File: src/rtl/rect_drop_ctl.sv
// Frame-synchronous sprite position controller: follows the mouse, or drops and bounces on click.
// Optional build macro RECT_DROP_RESTART_EN lets a click abort a drop in flight.
module rect_drop_ctl #(
   parameter int SCREEN_W   = 800,
   parameter int SCREEN_H   = 600,
   parameter int RECT_W     = 64,
   parameter int RECT_H     = 64,
   parameter int GRAVITY    = 1,
   parameter int V_MAX      = 31,
   parameter int DAMP_SHIFT = 1
) (
   input  logic        pclk,
   input  logic        rst,
   input  logic        vblnk_in,
   input  logic [11:0] mouse_xpos,
   input  logic [11:0] mouse_ypos,
   input  logic        mouse_left,
   output logic [11:0] xpos,
   output logic [11:0] ypos,
   output logic        busy
);

   typedef enum logic [1:0] {
      IDLE = 2'd0,
      FALL = 2'd1,
      RISE = 2'd2,
      REST = 2'd3
   } state_t;

   localparam logic [11:0] XMAX_C  = 12'(SCREEN_W - RECT_W);
   localparam logic [11:0] FLOOR_C = 12'(SCREEN_H - RECT_H);
   localparam logic [12:0] VMAX_C  = 13'(V_MAX);
   localparam logic [12:0] GRAV_C  = 13'(GRAVITY);
   localparam logic [5:0]  GRAV6_C = 6'(GRAVITY);

   state_t      state_q, state_d;
   logic [11:0] xpos_q, xpos_d;
   logic [11:0] ypos_q, ypos_d;
   logic [5:0]  vel_q, vel_d;
   logic        busy_q, busy_d;
   logic        click_pend_q, click_pend_d;
   logic        vblnk_d_q;
   logic        left_d_q;

   logic        tick_s;
   logic        click_s;
   logic        pend_s;
   logic        restart_s;
   logic [12:0] vel_inc_s;
   logic [5:0]  fall_vel_s;
   logic [12:0] fall_sum_s;
   logic [5:0]  damp_vel_s;
   logic [5:0]  rise_vel_s;

   function automatic logic [11:0] clamp(input logic [11:0] v, input logic [11:0] lim);
      if (v > lim) begin
         return lim;
      end else begin
         return v;
      end
   endfunction

   assign tick_s  = vblnk_in & ~vblnk_d_q;
   assign click_s = mouse_left & ~left_d_q;
   assign pend_s  = click_pend_q | click_s;

`ifdef RECT_DROP_RESTART_EN
   assign restart_s = pend_s;
`else
   assign restart_s = 1'b0;
`endif

   assign vel_inc_s  = {7'b0, vel_q} + GRAV_C;
   assign fall_vel_s = (vel_inc_s > VMAX_C) ? VMAX_C[5:0] : vel_inc_s[5:0];
   assign fall_sum_s = {1'b0, ypos_q} + {7'b0, fall_vel_s};
   assign damp_vel_s = fall_vel_s >> DAMP_SHIFT;
   assign rise_vel_s = (vel_q > GRAV6_C) ? (vel_q - GRAV6_C) : 6'd0;

   // Next-state logic: everything except the click latch moves only on a vblank tick.
   always_comb begin
      state_d      = state_q;
      xpos_d       = xpos_q;
      ypos_d       = ypos_q;
      vel_d        = vel_q;
      click_pend_d = pend_s;
      if (tick_s) begin
         click_pend_d = 1'b0;
         case (state_q)
            IDLE: begin
               if (pend_s) begin
                  state_d = FALL;
                  vel_d   = 6'd0;
               end else begin
                  xpos_d = clamp(mouse_xpos, XMAX_C);
                  ypos_d = clamp(mouse_ypos, FLOOR_C);
               end
            end
            FALL: begin
               if (restart_s) begin
                  state_d = IDLE;
                  vel_d   = 6'd0;
                  xpos_d  = clamp(mouse_xpos, XMAX_C);
                  ypos_d  = clamp(mouse_ypos, FLOOR_C);
               end else if (fall_sum_s >= {1'b0, FLOOR_C}) begin
                  ypos_d  = FLOOR_C;
                  vel_d   = damp_vel_s;
                  state_d = (damp_vel_s != 6'd0) ? RISE : REST;
               end else begin
                  ypos_d = fall_sum_s[11:0];
                  vel_d  = fall_vel_s;
               end
            end
            RISE: begin
               if (restart_s) begin
                  state_d = IDLE;
                  vel_d   = 6'd0;
                  xpos_d  = clamp(mouse_xpos, XMAX_C);
                  ypos_d  = clamp(mouse_ypos, FLOOR_C);
               end else if (ypos_q < {6'b0, vel_q}) begin
                  ypos_d  = 12'd0;
                  vel_d   = 6'd0;
                  state_d = FALL;
               end else begin
                  ypos_d  = ypos_q - {6'b0, vel_q};
                  vel_d   = rise_vel_s;
                  state_d = (rise_vel_s == 6'd0) ? FALL : RISE;
               end
            end
            REST: begin
               if (pend_s) begin
                  state_d = IDLE;
                  xpos_d  = clamp(mouse_xpos, XMAX_C);
                  ypos_d  = clamp(mouse_ypos, FLOOR_C);
               end else begin
                  state_d = REST;
               end
            end
            default: begin
               state_d = IDLE;
               vel_d   = 6'd0;
            end
         endcase
      end else begin
         state_d = state_q;
      end
      busy_d = (state_d == FALL) || (state_d == RISE);
   end

   // State and output registers with synchronous reset.
   always_ff @(posedge pclk) begin
      if (rst) begin
         state_q      <= IDLE;
         xpos_q       <= 12'd0;
         ypos_q       <= 12'd0;
         vel_q        <= 6'd0;
         busy_q       <= 1'b0;
         click_pend_q <= 1'b0;
         left_d_q     <= 1'b0;
         // Track vblank through reset so a level already high at release is not a new edge.
         vblnk_d_q    <= vblnk_in;
      end else begin
         state_q      <= state_d;
         xpos_q       <= xpos_d;
         ypos_q       <= ypos_d;
         vel_q        <= vel_d;
         busy_q       <= busy_d;
         click_pend_q <= click_pend_d;
         left_d_q     <= mouse_left;
         vblnk_d_q    <= vblnk_in;
      end
   end

   assign xpos = xpos_q;
   assign ypos = ypos_q;
   assign busy = busy_q;

endmodule

File: config.mk
export PLATFORM = sky130hd
export DESIGN_NAME = rect_drop_ctl
export DESIGN_NICKNAME = d
export VERILOG_FILES = /design/src/rtl/rect_drop_ctl.sv
export SDC_FILE = /design/constraint.sdc
export NUM_CORES = 1
export LEC_CHECK = 0
export CORE_AREA = 2 2 79 81
export CTS_BUF_LIST = sky130_fd_sc_hd__clkbuf_16
export CTS_CLUSTER_SIZE = 14
export DETAILED_ROUTE_END_ITERATION = 6
export DIE_AREA = 0 0 81 83
export PLACE_DENSITY = 0.77
export SLEW_MARGIN = 20
export SYNTH_ARGS = -nofsm -noshare
export SYNTH_HDL_FRONTEND = slang
export SYNTH_SLANG_ARGS = --single-unit
File: constraint.sdc
create_clock -name pclk -period 4.8 [get_ports pclk]
set_clock_uncertainty 0.05 [all_clocks]
set_input_delay 0.96 -clock pclk [delete_from_list [all_inputs] [get_ports pclk]]
set_output_delay 0.96 -clock pclk [all_outputs]
set_load 0.05 [all_outputs]
==> metrics.md <==
| Metric | Value |
|---|---|
| Hold endpoint | xpos[8] |
| Tmin final | 4480 ps |
| Area leader, netlist | dfxtp_1 |
| Worst r2r dst | busy |
| Synth Warn # | 0 |
| Worst-case clock buffer depth | 2 |
| Critical Path Fanout Max | 8 |
| Clk sink count | 36 |
| Crit start category | flip-flop |
| Lkg Pwr | 0.00142 µW |
| # DRC | 0 |
| CTS clk-pin slew, worst paths | 50 ps |
| Slew Viols, Final | 0 |
| Area growth syn-to-layout | 26.7% |
| RSZ-0062 raised after global routing | false |
| Setup CP Type | reg -> reg |
| Iteration count of the initial detailed-routing pass | 5 |
| Reg-to-Reg Start | vel_q[0] |
| Unique masters post-synth | 64 |
| Cells along the critical path | ha_1 > xnor2_1 > o31ai_2 > o311ai_1 > o21ai_0 > o21ai_2 > nand2_1 > ha_1 > inv_1 > fa_1 > nand2b_1 > a211o_1 > o32a_1 > o41ai_4 > buf_4 > o221a_2 > nor2_1 > mux2_4 |
| Core outline area | 5820 µm² |
| Share of cells above drive strength 1 | 8.30% |
| Initial DRC count | 232 |
| Largest family of logic cells by synthesized area | compound AO/OA/AOI/OAI gates |
| Xor-xnor portion of the synthesized cell area | 4.15% |
| IO Count | 53 |
| Die area | 6720 µm² |
| GRT Util Overall | 25.9% |
| CTS Hold Buffers Added | 0 |
| Top-area cell type share of the netlist area | 24.4% |
| Crit end category | flip-flop |
| H-tree depth | 2 |
| Asr flop ratio synth | 0% |
| CTS tree | built |
| Power per cell area | 233 nW/µm² |
| DP HPWL | 6490 µm |
| Worst reg2reg setup slack | 320 ps |
| Synth Area in Simple Gates | 22.9% |
| Slowest stage cell, crit path | o41ai_4 |
| Total Neg Setup Slack | 0 ps |
| Drt total wl | 8750 µm |
| Final #Nets | 496 |
| Routed vias | 3202 |
| Avg Inst Size Synth | 7.46 µm² |
| Global-route wire length before repair | 14000 µm |
| Post-Syn Instances | 396 |
| Num rows | 28 |
| Max stage delay on crit path | 420 ps |
| Compound-cell area share of the yosys netlist | 31.0% |
| Fin cells | 521 |
| Relative slew margins | 41.8% |
| Max_cap viols | 0 |
| Main flop type after synthesis | dfxtp_1 |
| Initial antenna violation count | 0 |
| Final Hold Viols | 0 |
| I/O Buffers | 52 |
| Die span in y | 83 µm |
| Worst r2r path cells | 18 |
| FMAX | 0.223 GHz |
| Register area share after synthesis | 24.4% |
| Register bit total from synthesis | 36 |
| Status | completed |
| Final Cycle Share | 93.4% |
| Area contributors post-synth | dfxtp_1 24%, ha_1 8.9%, a21oi_1 7.3%, nor2_1 5.5%, nand2_1 4.3% |
| Post-synthesis instance area | 2960 µm² |
| Number of synthesized flops with an enable pin | 0 |
| Worst-Skew Late Latency | 280 ps |
| Gp weighted congestion | 0.963 |
| Detail Route Antenna Nets | 0 |
| Most frequent cells after synthesis | 43 x a21oi_1, 43 x nor2_1, 36 x dfxtp_1 |
| Placed Instances | 509 |
| Worst endpoint required time | 4920 ps |
| Worst hold path depth | 2 |
| Vias in the first global route | 3011 |
| Setup Viol. Count Final | 0 |
| Largest net degree at the start of global routing | 19 |
| Chip Width | 81 µm |
| VDD IR-drop max | 0.171 mV |
| Fraction of synthesized area in multiplexers | 1.23% |
| Post-DR vias/cell | 6.15 |
| Most frequent CP cell | ha_1 |
| Hold Path Origin | xpos[8] |
| WL per Instance | 16.8 µm |
| CP Data Arrival Time | 4600 ps |
| # diodes | 0 |
| Post-Syn Nets | 447 |
| GRT overflow | 0 |
| Num CTS Buffers | 5 |
| Starting Density | 50.8% |
| Hold crit path type | reg -> reg |
| Worst Tran Pin Value | 864 ps |
| Adder-cell share of the synthesized area | 10.2% |
| Clock root buffer | clkbuf_16 |
[worst max-delay path by stage]
stage                        start  cells past startpoint  endpoint  slack, ps
after global routing      vel_q[0]                     19  vel_q[3]         20
final                     vel_q[0]                     18      busy        320
after global placement    vel_q[1]                     18      busy        290
after CTS                 vel_q[1]                     18      busy          9
after floorplan           vel_q[0]                     19      busy        420
after detailed placement  vel_q[1]                     18      busy         60
[registers in the layout, summed over array words and instances, names as in the netlist]
signal	cells
xpos	12
ypos	12
vel_q	6
state_q	2
busy	1
click_pend_q	1
left_d_q	1
vblnk_d_q	1
[worst max-delay path, delay by kind of cell (launching register included)]
| kind | cells | cell delay (ps) |
|---|---|---|
| compound gates | 8 | 1950 |
| xor+xnor | 1 | 150 |
| fa+ha+maj | 3 | 930 |
| buf+inv | 2 | 240 |
| flops | 1 | 400 |
| mux | 1 | 250 |
| simple gates | 3 | 390 |
[through the flow]
step,setup slack [ps],hold WS [ps],util [%],power (µW),instance area [µm²]
4_1_cts,9.28,429,63.4,871,3690
3_5_place_dp,63.3,417,60.6,507,3520
2_1_floorplan,419,427,-,441,2960
5_1_grt,22.8,453,64.4,903,3740
6_report,319,423,64.4,872,3740
3_3_place_gp,288,393,60.6,504,3520
[cells in the final DEF, fill, tap and decap left out, drive strengths merged, types with 8 or more instances in the layout]
cell type       n
clkdlybuf4s50  52
nor3           10
dfxtp          36
inv            24
nand3          15
buf             9
xnor2          10
and3            8
nand2          34
a211oi          9
a21oi          43
o21ai          25
a22oi           8
nor2           43
ha             21
[timing repair]
action	4_1_cts	5_1_grt
buffers inserted	0	4
setup endpoints to repair	0	16
gates resized for setup	0	8
[cells by family (layout without fill, tap and decap cells)]
family          Yosys count  after routing
fa+ha+maj                23             23
mux                       3              3
compound gates          134            134
buf+inv                  43             93
xor+xnor                 14             14
simple gates            142            142
other cells               1              1
flops                    36             36
[final cells by class]
| cell class | count | area, µm² |
|---|---|---|
| Multi-Input combinational cell | 317 | 2090 |
| Inverter | 24 | 90.1 |
| Fill cell | 545 | 2070 |
| Tap cell | 75 | 93.8 |
| Sequential cell | 36 | 723 |
| Clock buffer | 5 | 125 |
| Clock inverter | 3 | 37.5 |
| Timing Repair Buffer | 61 | 588 |
[metal layers]
| metal | part of all wire (%) | vias to the layer above | global-route usage [%] |
|---|---|---|---|
| li1 | - | 1550 | - |
| met3 | 8.1 | 24 | 6.74 |
| met4 | 2.0 | 0 | 7.86 |
| met2 | 46 | 151 | 41.4 |
| met5 | 0 | - | 0 |
| met1 | 43 | 1477 | 34.0 |
[report_power, final]
part	leakage [µW]	internal, µW	total (µW)	switching [µW]
clock network	0.0000789	241	367	126
logic	0.00105	74.0	183	109
registers	0.000294	309	322	12.9
Note: power is estimated with default switching activity, not from simulation.
